### src/rtl/dnn_collect_pkg.sv
// Shared definitions for the DNN frame collector: default widths, the
// two-state VAD hangover encoding and the score saturation helper.
package dnn_collect_pkg;

  localparam int DNN_IN_W    = 22;
  localparam int DNN_VEC_W   = 11;
  localparam int DNN_NUM_OUT = 60;

  localparam logic [0:0] VAD_IDLE   = 1'b0;
  localparam logic [0:0] VAD_ACTIVE = 1'b1;

  // Clamp a signed value (up to 32 bits) into the signed range of vec_w bits.
  // The result is returned sign-extended; callers keep the low vec_w bits.
  function automatic logic signed [31:0] sat_to_vec(input logic signed [31:0] value,
                                                    input int vec_w);
    logic signed [31:0] hi;
    logic signed [31:0] lo;
    hi = (32'sd1 <<< (vec_w - 1)) - 32'sd1;
    lo = -(32'sd1 <<< (vec_w - 1));
    if (value > hi)      return hi;
    else if (value < lo) return lo;
    else                 return value;
  endfunction

endpackage

### src/rtl/vad_hangover.sv
// Voice-activity hangover: vad_out rises the cycle after vad_in is seen and
// falls exactly HANG_CYC cycles after the last cycle vad_in was high.
module vad_hangover
  import dnn_collect_pkg::*;
#(
  parameter int HANG_CYC = 3000000,
  parameter int HCNT_W   = 22
) (
  input  logic clk,
  input  logic reset,
  input  logic vad_in,
  output logic vad_out
);

  logic [0:0]        r_state;
  logic [HCNT_W-1:0] r_cnt;

  // IDLE/ACTIVE state machine with a low-time counter that expires the hold.
  // NOTE: sequential state uses non-blocking assignments so every register
  // samples pre-edge values regardless of statement order.
  always_ff @(posedge clk) begin
    if (reset) begin
      r_state <= VAD_IDLE;
      r_cnt   <= '0;
    end else begin
      case (r_state)
        VAD_IDLE: begin
          r_cnt <= '0;
          if (vad_in) r_state <= VAD_ACTIVE;
        end
        default: begin
          if (vad_in) begin
            r_cnt <= '0;
          end else if (r_cnt == HCNT_W'(HANG_CYC - 1)) begin
            r_cnt   <= '0;
            r_state <= VAD_IDLE;
          end else begin
            r_cnt <= r_cnt + 1'b1;
          end
        end
      endcase
    end
  end

  assign vad_out = (r_state == VAD_ACTIVE);

endmodule

### src/rtl/dnn_frame_collector.sv
// Packs the streamed per-class DNN scores into one frame vector, tracks the
// per-frame arg-max, and publishes completed frames with a one-cycle strobe.
// Build option: define DNN_COLLECT_SERIAL_EN to add a bit-serial readout of
// frame_vec on ser_bit/ser_sync; otherwise both outputs are tied low.
module dnn_frame_collector
  import dnn_collect_pkg::*;
#(
  parameter int IN_W     = DNN_IN_W,
  parameter int VEC_W    = DNN_VEC_W,
  parameter int NUM_OUT  = DNN_NUM_OUT,
  parameter int IDX_W    = 6,
  parameter int HANG_CYC = 3000000,
  parameter int HCNT_W   = 22
) (
  input  logic                     clk,
  input  logic                     reset,
  input  logic signed [IN_W-1:0]   dnn_in,
  input  logic                     dnn_dv,
  input  logic                     frame_clr,
  input  logic                     vad_in,
  output logic [NUM_OUT*VEC_W-1:0] frame_vec,
  output logic                     frame_dv,
  output logic [IDX_W-1:0]         best_idx,
  output logic [VEC_W-1:0]         best_score,
  output logic                     vad_out,
  output logic                     ser_bit,
  output logic                     ser_sync
);

  localparam int FRAME_W = NUM_OUT * VEC_W;

  logic [IDX_W-1:0]        r_idx;
  logic [FRAME_W-1:0]      r_asm;
  logic signed [VEC_W-1:0] r_max;
  logic [IDX_W-1:0]        r_max_idx;

  logic signed [31:0]      w_in_ext;
  logic signed [VEC_W-1:0] w_score;
  logic                    w_take;
  logic                    w_last;
  logic [FRAME_W-1:0]      w_asm_next;

  assign w_in_ext = 32'(dnn_in);
  assign w_score  = VEC_W'(sat_to_vec(w_in_ext, VEC_W));
  // Slot 0 always seeds the max; later slots replace it only when strictly
  // larger, so ties keep the lower class index.
  assign w_take   = (r_idx == '0) || (w_score > r_max);
  assign w_last   = (r_idx == IDX_W'(NUM_OUT - 1));

  // Assembly buffer with the incoming score dropped into the current slot.
  // NOTE: the default copy comes first so every bit is assigned on every
  // path and no latch is inferred.
  always_comb begin
    w_asm_next = r_asm;
    w_asm_next[r_idx*VEC_W +: VEC_W] = w_score;
  end

  // Slot assembly, running arg-max and publication of completed frames.
  // NOTE: the assembly buffer is wide registers rather than a RAM, so it
  // can and does take the synchronous reset along with the rest.
  always_ff @(posedge clk) begin
    if (reset) begin
      r_idx      <= '0;
      r_asm      <= '0;
      r_max      <= '0;
      r_max_idx  <= '0;
      frame_vec  <= '0;
      frame_dv   <= 1'b0;
      best_idx   <= '0;
      best_score <= '0;
    end else begin
      frame_dv <= 1'b0;
      if (frame_clr) begin
        r_idx     <= '0;
        r_max     <= '0;
        r_max_idx <= '0;
      end else if (dnn_dv) begin
        r_asm <= w_asm_next;
        if (w_take) begin
          r_max     <= w_score;
          r_max_idx <= r_idx;
        end
        if (w_last) begin
          r_idx      <= '0;
          frame_vec  <= w_asm_next;
          frame_dv   <= 1'b1;
          best_idx   <= w_take ? r_idx : r_max_idx;
          best_score <= w_take ? w_score : r_max;
        end else begin
          r_idx <= r_idx + 1'b1;
        end
      end
    end
  end

  vad_hangover #(
    .HANG_CYC (HANG_CYC),
    .HCNT_W   (HCNT_W)
  ) u_vad_hangover (
    .clk     (clk),
    .reset   (reset),
    .vad_in  (vad_in),
    .vad_out (vad_out)
  );

`ifdef DNN_COLLECT_SERIAL_EN
  localparam int PTR_W = $clog2(FRAME_W);

  logic [PTR_W-1:0] r_ptr;

  // Free-running bit pointer walking frame_vec LSB first, with a marker on bit 0.
  always_ff @(posedge clk) begin
    if (reset) begin
      r_ptr    <= '0;
      ser_bit  <= 1'b0;
      ser_sync <= 1'b0;
    end else begin
      ser_bit  <= frame_vec[r_ptr];
      ser_sync <= (r_ptr == '0);
      r_ptr    <= (r_ptr == PTR_W'(FRAME_W - 1)) ? '0 : r_ptr + 1'b1;
    end
  end
`else
  assign ser_bit  = 1'b0;
  assign ser_sync = 1'b0;
`endif

endmodule

### config.mk
export PLATFORM = sky130hd
export DESIGN_NAME = dnn_frame_collector
export DESIGN_NICKNAME = d
export VERILOG_FILES = /design/src/rtl/dnn_collect_pkg.sv /design/src/rtl/vad_hangover.sv /design/src/rtl/dnn_frame_collector.sv
export SDC_FILE = /design/constraint.sdc
export NUM_CORES = 2
export LEC_CHECK = 0
export CORE_UTILIZATION = 59
export DETAILED_ROUTE_END_ITERATION = 8
export PLACE_DENSITY = 0.85
export REMOVE_ABC_BUFFERS = 1
export SYNTH_ARGS = -nofsm -noshare
export SYNTH_HDL_FRONTEND = slang
export SYNTH_SLANG_ARGS = --single-unit
export TNS_END_PERCENT = 10
### constraint.sdc
create_clock -name clk -period 13.75 [get_ports clk]
set_input_delay 2.75 -clock clk [delete_from_list [all_inputs] [get_ports clk]]
set_output_delay 2.75 -clock clk [all_outputs]
set_load 0.02 [all_outputs]
==> out/results.ini <==
[synth]
synth_cell_types=58
yosys_warnings=0
synthTopCellsByCount=1384 x dfxtp_1, 1096 x nand2_1, 819 x nor2_1
synth_edf_count=0
yosysTopAreaCell=dfxtp_1
ys_ff_latch=1384
synth.most_common_cell=dfxtp_1
netlist_instances=5903
ys_seq_area_share_pct=53.35
synth.top_cell.area_share_pct=53.35
syn_area_um2=51930
synthArstFlopShare_pct=0
ys_top_cells_by_area=dfxtp_1 53%, mux2i_1 13%, nand2_1 7.9%
synth.avg_cell_area_um2=8.797
ys.flop_type=dfxtp_1

[floorplan]
design.die.area_um2=89210
core_area_um2=87020
initial_core_util_pct=59.67
chipHeight_um=298.7
die-width_um=298.7
ios=708
fp-row-count=108

[worst_setup_path]
worstSetupEndpointType=register
critPathMaxFanout=114
worstSetupStartpoint=dnn_dv
reg2reg_depth=8
reg2reg_from=r_idx[0]
start_kind=input port
rrSetupSlack_ns=8.56
crit_arrival_ns=7.65
r2r-end=frame_vec[132]
crit_type=input port to register
cp.required_ns=14.35

[clocking]
cts_inserted_buffers=137
cts_hold_buffers=0
cts.clk_slew.worst_paths_ns=0.06
cts_tree=built
htree_levels=4
cts-root-buf=clkbuf_16
postCtsResizedCells=0
cts_buffer_depth=3
insertion_delay_ns=0.73
clkSinkCount=1384
post_cts_buffers=0

[route]
wire_per_inst_um=21.07
ant_nets=0
vias=44059
drt_iter0_drc=4384
wl_mm=158.6
first_pass_iters=8
vias_per_cell=5.854
drc=0

[pwr]
clkPwrFrac_pct=47.3
p_total_mw=8.098
p_sw_mw=1.777
switching_share_pct=21.94
vdd_drop_max_mv=0.1108
power.leakage_nw=21.81
combinationalPowerShare_pct=3.1
p_seq_share_pct=49.6
power_density_nw_per_um2=127.1
internal_power_mw=6.321

[layout]
syn_to_final_growth_pct=22.67
final_nets=6304
drive_gt1_share_pct=5.574
fillers=6060

[timing]
rsz0062_at_grt=false
setup_viol=0
fin_crit_sh_pct=51.28
timing.final.crit_period_ns=7.051
worst_slew_pin_slew_ns=1.378
slew_viol_final=0
final.setup.worst_slack_ns=6.699
relSlewSlack_pct=8.107
finalHoldViolCount=0
clock.fmax_ghz=0.1418
clock_skew_ns=0.02252

[global_routing]
grt_max_degree=233
grt_pass1_vias=42274
overflow=0
grt.met3_usage_pct=7.379
top_usage_layer=met2
use_met2_pct=54.54
grtUsageTotal_pct=33.92
globalRouteMet1Util_pct=41.06
grt_pass1_wl_mm=238.5
antenna_found_initial=3

[outcome]
status=finished clean

[placement]
io_buffers=705
dpl.hpwl_mm=95.23
gp_congestion=0.8739
place_ws_ns=6.116

[worst_hold_path]
min_from=r_asm[55]
whs_endpoint=frame_vec[55]
hold_path.class=register to register
holdPathStages=2

[job]
max_cap_violations=0

==> power groups by stage <==
stage               combinational (mW)  sequential (mW)  clock [mW]
floorplan                       0.0845             4.10           0
global placement                 0.242             4.10           0
detailed placement               0.245             4.10           0
CTS                              0.246             4.02        3.85
global route                     0.261             4.01        4.02
finish                           0.253             4.02        3.83
==> layout make-up <==
cell class	instances	area [um^2]	area share, %
sequential	1384	27710	43.49
multi-input combinational	3943	22160	34.78
timing repair buffer	779	7702	12.09
clock buffer	206	4084	6.411
tap	1155	1445	2.269
clock inverter	39	538.0	0.8446
inverter	18	67.56	0.1061
antenna	2	5.005	0.007856
==> registers in the layout, indices dropped and copies added (netlist names) <==
register,flops
r_idx,6
u_vad_hangover.vad_out,1
r_max_idx,6
u_vad_hangover.r_cnt,22
frame_dv,1
best_idx,6
best_score,11
r_asm,660
r_max,11
frame_vec,660
==> logic make-up after synthesis <==
| family | Yosys count | share of synthesized area [%] |
|---|---|---|
| and+or+nand+nor | 2294 | 17.73 |
| buffers and inverters | 577 | 4.628 |
| AOI/OAI and AO/OA | 933 | 10.50 |
| muxes | 674 | 12.99 |
| xor gates and xnor gates | 26 | 0.4530 |
| adders and majority gates | 14 | 0.3373 |
| DFF | 1384 | 53.35 |
| other | 1 | 0.007221 |
==> worst max-delay path, cell delays in order <==
cell and delay [ns]:
clkdlybuf4s50_1 0.76, nor2b_4 0.81, and2_4 0.88, buf_4 0.94, buf_4 0.94, nor2_1 0.12
a211oi_1 0.30
==> through the flow <==
stage               hold WS (ns)  util [%]  TNS [ns]  instances  area (um^2)
finish                    0.4335     73.20         0       7526        63700
CTS                       0.4407     73.20         0       7524        63700
detailed placement        0.4409     67.89         0       7279        59080
global placement          0.4338     67.89         0       7279        59080
global route              0.4555     73.20         0       7526        63700
floorplan                 0.4251         -  -3933.27       5345        49600
==> routing by layer <==
layer  part of all wire, %  vias to the layer above
li1                      -                    20457
met1                    38                    21146
met2                    47                     1961
met3                   8.4                      491
met4                   6.4                        4
met5                 0.021                        -
==> cell usage in the layout (no fill, tap or decap), drive strengths merged, types with 7 or more instances in the layout <==
master,n
a31oi,7
inv,24
xor2,20
ha,14
nor2,819
nand2,1096
a2111oi,9
nor3,80
o21a,13
bufinv,11
mux2i,674
buf,76
clkinv,19
nand4,16
clkdlybuf4s50,703
a211oi,219
clkbuf,206
nor4,20
a21oi,625
dfxtp,1384
nand3,231
o21ai,29
o21bai,7
==> worst max-delay path by stage <==
| stage | endpoint | slack (ns) |
|---|---|---|
| floorplan | best_idx[0] | -6.58 |
| global placement | best_idx[1] | 6.27 |
| detailed placement | best_idx[1] | 6.12 |
| CTS | frame_vec[534] | 6.82 |
| global route | frame_vec[534] | 6.36 |
| finish | frame_vec[534] | 6.70 |
Power figures use the tool's default switching activity.
